`src/rtl/traffic_ctrl_n.sv`:
```
// N-phase traffic-light controller: green/yellow/all-red sequencing, maintenance flash,
// internal 1 Hz tick enable. Optional latched pedestrian requests under `TRAFFIC_PED_EN.
module traffic_ctrl_n #(
    parameter int FPGA_FREQ    = 50_000_000,
    parameter int NUM_PHASES   = 2,
    parameter int T_GREEN_MAIN = 8,
    parameter int T_GREEN_SEC  = 6,
    parameter int T_YELLOW     = 2,
    parameter int T_ALLRED     = 1,
    parameter int T_PED_EXT    = 4,
    parameter int CNT_W        = 4,
    localparam int PH_W        = (NUM_PHASES > 1) ? $clog2(NUM_PHASES) : 1
) (
    input  logic                    clk,
    input  logic                    reset,
    input  logic                    flash_req,
    input  logic [NUM_PHASES-1:0]   ped_req,
    output logic [3*NUM_PHASES-1:0] lights,
    output logic [NUM_PHASES-1:0]   walk,
    output logic [PH_W-1:0]         phase,
    output logic                    tick
);

    localparam int DIV_W = (FPGA_FREQ > 1) ? $clog2(FPGA_FREQ) : 1;

    typedef enum logic [1:0] {
        S_GREEN  = 2'd0,
        S_YELLOW = 2'd1,
        S_ALLRED = 2'd2,
        S_FLASH  = 2'd3
    } state_t;

    logic [DIV_W-1:0]        div_q, div_d;
    state_t                  state_q, state_d;
    logic [PH_W-1:0]         phase_q, phase_d;
    logic [CNT_W-1:0]        sec_q, sec_d;
    logic                    flash_on_q, flash_on_d;
    logic                    ped_ext_q, ped_ext_d;
    logic [NUM_PHASES-1:0]   walk_q, walk_d;
    logic [NUM_PHASES-1:0]   pend_q, pend_d;
    logic [NUM_PHASES-1:0]   pend_clr;
    logic [3*NUM_PHASES-1:0] lights_q, lights_d;
    logic [PH_W-1:0]         next_phase;
    logic [CNT_W-1:0]        green_len;

    function automatic logic [3*NUM_PHASES-1:0] decode(input state_t s,
                                                       input logic [PH_W-1:0] p,
                                                       input logic f);
        logic [3*NUM_PHASES-1:0] l;
        for (int i = 0; i < NUM_PHASES; i++) begin
            l[3*i +: 3] = 3'b100;
            if (s == S_FLASH)
                l[3*i +: 3] = f ? 3'b010 : 3'b000;
            else if (p == PH_W'(i) && s == S_GREEN)
                l[3*i +: 3] = 3'b001;
            else if (p == PH_W'(i) && s == S_YELLOW)
                l[3*i +: 3] = 3'b010;
        end
        return l;
    endfunction

    assign tick = (div_q == DIV_W'(FPGA_FREQ - 1));

    always_comb begin
        // NOTE: every variable gets a default before any branch so no latch is inferred.
        div_d      = tick ? '0 : div_q + 1'b1;
        state_d    = state_q;
        phase_d    = phase_q;
        sec_d      = sec_q;
        flash_on_d = flash_on_q;
        ped_ext_d  = ped_ext_q;
        walk_d     = walk_q;
        pend_clr   = '0;
        next_phase = (phase_q == PH_W'(NUM_PHASES - 1)) ? '0 : phase_q + 1'b1;
        green_len  = (phase_q == '0) ? CNT_W'(T_GREEN_MAIN) : CNT_W'(T_GREEN_SEC);
        if (ped_ext_q)
            green_len = green_len + CNT_W'(T_PED_EXT);

        if (tick) begin
            sec_d = sec_q + 1'b1;
            if (flash_req && state_q != S_FLASH) begin
                state_d    = S_FLASH;
                sec_d      = '0;
                flash_on_d = 1'b1;
                ped_ext_d  = 1'b0;
                walk_d     = '0;
            end else begin
                case (state_q)
                    S_GREEN: if (sec_q == green_len - 1'b1) begin
                        state_d   = S_YELLOW;
                        sec_d     = '0;
                        ped_ext_d = 1'b0;
                        walk_d    = '0;
                    end
                    S_YELLOW: if (sec_q == CNT_W'(T_YELLOW - 1)) begin
                        state_d = S_ALLRED;
                        sec_d   = '0;
                    end
                    S_ALLRED: if (sec_q == CNT_W'(T_ALLRED - 1)) begin
                        state_d = S_GREEN;
                        sec_d   = '0;
                        phase_d = next_phase;
                        // Only a request latched before this edge earns the extension.
                        if (pend_q[next_phase]) begin
                            pend_clr[next_phase] = 1'b1;
                            walk_d[next_phase]   = 1'b1;
                            ped_ext_d            = 1'b1;
                        end
                    end
                    default: if (!flash_req) begin
                        state_d    = S_ALLRED;
                        sec_d      = '0;
                        phase_d    = PH_W'(NUM_PHASES - 1);
                        flash_on_d = 1'b0;
                    end else begin
                        flash_on_d = ~flash_on_q;
                    end
                endcase
            end
        end

`ifdef TRAFFIC_PED_EN
        pend_d = (pend_q & ~pend_clr) | ped_req;
`else
        pend_d = '0;
`endif
        lights_d = decode(state_d, phase_d, flash_on_d);
    end

`ifndef TRAFFIC_PED_EN
    logic unused_ped;
    assign unused_ped = ^ped_req;
`endif

    // NOTE: sequential state uses non-blocking assignments only; reset is synchronous.
    always_ff @(posedge clk) begin
        if (reset) begin
            div_q      <= '0;
            state_q    <= S_GREEN;
            phase_q    <= '0;
            sec_q      <= '0;
            flash_on_q <= 1'b0;
            ped_ext_q  <= 1'b0;
            walk_q     <= '0;
            pend_q     <= '0;
            lights_q   <= decode(S_GREEN, '0, 1'b0);
        end else begin
            div_q      <= div_d;
            state_q    <= state_d;
            phase_q    <= phase_d;
            sec_q      <= sec_d;
            flash_on_q <= flash_on_d;
            ped_ext_q  <= ped_ext_d;
            walk_q     <= walk_d;
            pend_q     <= pend_d;
            lights_q   <= lights_d;
        end
    end

    assign lights = lights_q;
    assign walk   = walk_q;
    assign phase  = phase_q;

endmodule

```
`config.mk`:
```
export PLATFORM = sky130hd
export DESIGN_NAME = traffic_ctrl_n
export DESIGN_NICKNAME = d
export VERILOG_FILES = /design/src/rtl/traffic_ctrl_n.sv
export SDC_FILE = /design/constraint.sdc
export NUM_CORES = 1
export LEC_CHECK = 0
export BUFFER_PORTS_ARGS = -buffer_cell sky130_fd_sc_hd__buf_2
export CORE_MARGIN = 2
export CORE_UTILIZATION = 45
export CTS_CLUSTER_DIAMETER = 120
export DETAILED_ROUTE_END_ITERATION = 10
export GPL_TIMING_DRIVEN = 0
export PLACE_DENSITY_LB_ADDON = 0.12
export SYNTH_ARGS = -nofsm -noshare
export SYNTH_HDL_FRONTEND = slang
export SYNTH_SLANG_ARGS = --single-unit
```
`constraint.sdc`:
```
create_clock -name clk -period 3 [get_ports clk]
set_input_delay 0.9 -clock clk [delete_from_list [all_inputs] [get_ports clk]]
set_output_delay 0.9 -clock clk [all_outputs]
set_load 0.03 [all_outputs]
```
==> metrics.txt <==
Worst-path clk slew=approximately 0.070 ns; commonest register cell after synthesis=dfxtp_1; Final setup viols=0; H-tree depth=2; simple-gate portion of the synthesized area=0.292; GRT met3 Usage=0.0500; worst reg-to-reg setup slack=about 0.75 ns; xor and xnor area share after synthesis=0.113; R2R cell count=8; worst stage delay on the critical path=between 0.3 and 0.4 ns; core area=about 4400 µm²; HP Start=div_q[0]; vias per cell=between 5 and 6; compound-gate portion of the synthesized area=0.107; GRT busiest layer=met2; Final HPWL DP=2730 µm; GRT Total Usage=0.164; Layout Skew=around 0.0053 ns; main combinational cell family by area after synthesis=simple AND/OR/NAND/NOR gates; commonest non-fill, non-tap cells in the layout=dfxtp_1 (42), nor2_1 (36), xor2_1 (16), nand2_1 (16), nand3_1 (16); Ys Warns=0; Die H=roughly 72 µm; initial core utilization=0.474; Cell Pwr Density=about 420 nW/µm²; RSZ-0062 raised after global routing=no; count of input and output buffers=12; Syn-to-layout area delta=10.3%; Post-synth ARST share=0; Post-Synthesis Cell Area=roughly 2100 µm²; status=finished clean; Hold Crit Depth=1; commonest non-fill, non-tap cell in the layout=dfxtp_1; Crit Path Category=reg2out; clock root cell=clkbuf_8; hold_ws=0.433 ns; clk sinks=between 40 and 50; met2 Usage GRT=0.232; leakage power=between 0.8 and 0.9 nW; Yosys top cell by area=dfxtp_1; reg2reg start=phase; worst hold endpoint=div_q[0]; Power, Total=a little under 1 mW; number of synthesized flops with an enable pin=0; # IOs=15; #FFs+latches synth=43; Highest Clock Rate=0.348 GHz; clock buffer count from CTS=5; first-pass iteration count of the detailed router=4; Avg Cell Area, Syn=approximately 9.0 µm²; Clk Latency, worst-skew pair=0.29 ns; Post-route DRC=0; cells along the critical path=ha_1, and3_1, buf_2, nand4_4, or2_1, buf_6, clkinv_2, clkbuf_4; met1 Use GR=0.232; VDD IR-drop max=~0.22 mV; Mapped Cells=approximately 230; data arrival time of the worst path=between 1.5 and 2 ns; Hold Path Class=reg2reg; multiplexer share of the synthesized area=0.00478; first-pass GRT wire length=6700 µm; postcts setup bufs=0; Site Rows=24; total vias in the final route=roughly 1500; 1st-iter DRT viols=60; Yosys top cell area share=0.411; Critical Path Sink Type=output port; Crit-path slowest cell=dfxtp_2; setup_tns=0 ns; sequential share of the synthesized area=0.411; vias in the first global route=between 1000 and 1500; initial antenna violation count=0; worst r2r dst=lights[5]; Period Utilization, post-route=0.957; syn_nets=around 240; largest cells by area after synthesis=dfxtp_1 (41%), xor2_1 (6.7%), nor2_1 (6.5%); nets@finish=~260; share of cells above drive strength 1=0.139; Routed Wire Length=between 3000 and 4000 µm; worst-margin pin slew=0.634 ns; Final min period=between 2 and 3 ns; Max-slew headroom=0.574; wire length per cell=~12 µm; Adder-Cell Fraction of Synth Area=0.0359; Placer Congestion=0.776; Maximum Capacitance Violations=0; gr ovfl total=0; Worst setup SP type=flop; CP max FO=7; final slew viol count=0; ANT cells=0; die area=5210 µm²; Final Hold Viols=0; largest net degree at the start of global routing=13; CTS tree=done; Unique masters post-synth=between 40 and 50; Crit path required time=2.10 ns; Die W=roughly 72 µm; clk buf depth=2; remaining antenna violation count=0
-- power by group --
| group | switching (mW) | total [mW] | internal (mW) |
|---|---|---|---|
| Combinational | 0.0177 | 0.0252 | 0.00751 |
| Sequential | 0.00285 | 0.577 | 0.574 |
| Clock | 0.190 | 0.370 | 0.181 |
-- worst max-delay path, delay by kind of cell (launching register included) --
kind / cells / cell delay [ns]
simple gates: 3 / 0.54
fa+ha+maj: 1 / 0.18
flops: 1 / 0.35
buf+inv: 4 / 0.60
-- synthesized netlist by cell type, types with 2 or more instances --
master,number
and4_1,2
inv_1,7
nor2b_1,3
ha_1,6
and3_1,7
nand4_1,2
nor2_1,36
nand2_1,16
a21oi_1,8
nand2b_1,4
clkbuf_1,6
nor3_1,5
and2_1,4
and4bb_2,2
buf_2,2
o21ai_0,2
nand3b_1,3
dfxtp_1,43
xnor2_1,11
xor2_1,16
nor4_1,3
nand3_1,16
o41ai_1,3
or2_1,2
-- area by class of cell --
| class | count | area (µm²) |
|---|---|---|
| Fill cell | 439 | 2110 |
| Multi-Input combinational cell | 172 | 1160 |
| Sequential cell | 43 | 862 |
| Clock buffer | 6 | 82.6 |
| Tap cell | 52 | 65.1 |
| Timing Repair Buffer | 12 | 62.6 |
| Buffer | 9 | 43.8 |
| Inverter | 8 | 31.3 |
| Clock inverter | 1 | 5.00 |
-- what timing repair did --
action                     CTS  global route
gates resized for setup      0             2
setup endpoints to repair    0             1
hold buffers                 0             0
-- through the flow --
step,worst slack (ns),instances,utilization,area (µm²)
floorplan,0.666,232,-,2090
global route,0.0163,303,0.523,2310
CTS,0.0642,303,0.522,2300
finish,0.130,303,0.523,2310
global placement,0.403,296,0.502,2220
detailed placement,0.394,296,0.502,2220
-- flip-flops by register name, summed over array words and instances (netlist names) --
| register | count |
|---|---|
| div_q | 26 |
| flash_on_q | 1 |
| lights | 6 |
| ped_ext_q | 1 |
| phase | 1 |
| sec_q | 4 |
| state_q | 2 |
| walk | 2 |
-- worst max-delay path by stage --
| stage | startpoint | endpoint | cells after the start |
|---|---|---|---|
| 4_1_cts | div_q[0] | tick | 8 |
| 3_5_place_dp | div_q[0] | tick | 8 |
| 2_1_floorplan | phase | lights[5] | 8 |
| 3_3_place_gp | div_q[0] | tick | 8 |
| 6_report | div_q[0] | tick | 8 |
| 5_1_grt | div_q[1] | tick | 8 |
-- per-layer routing --
metal	vias up	share of wire
met5	-	0
met4	0	0.016
met3	7	0.032
li1	828	-
met2	14	0.40
met1	693	0.55
-- cell families (layout without fill, tap and decap cells) --
logic type               count (synthesis)  after routing
AND/OR/NAND/NOR                        112            112
flip-flops                              43             43
XOR/XNOR                                27             27
AO/OA/AOI/OAI                           26             26
buffers and inverters                   17             36
adder cells (fa/ha/maj)                  6              6
multiplexers                             1              1
Note: power is estimated with default switching activity, not from simulation.
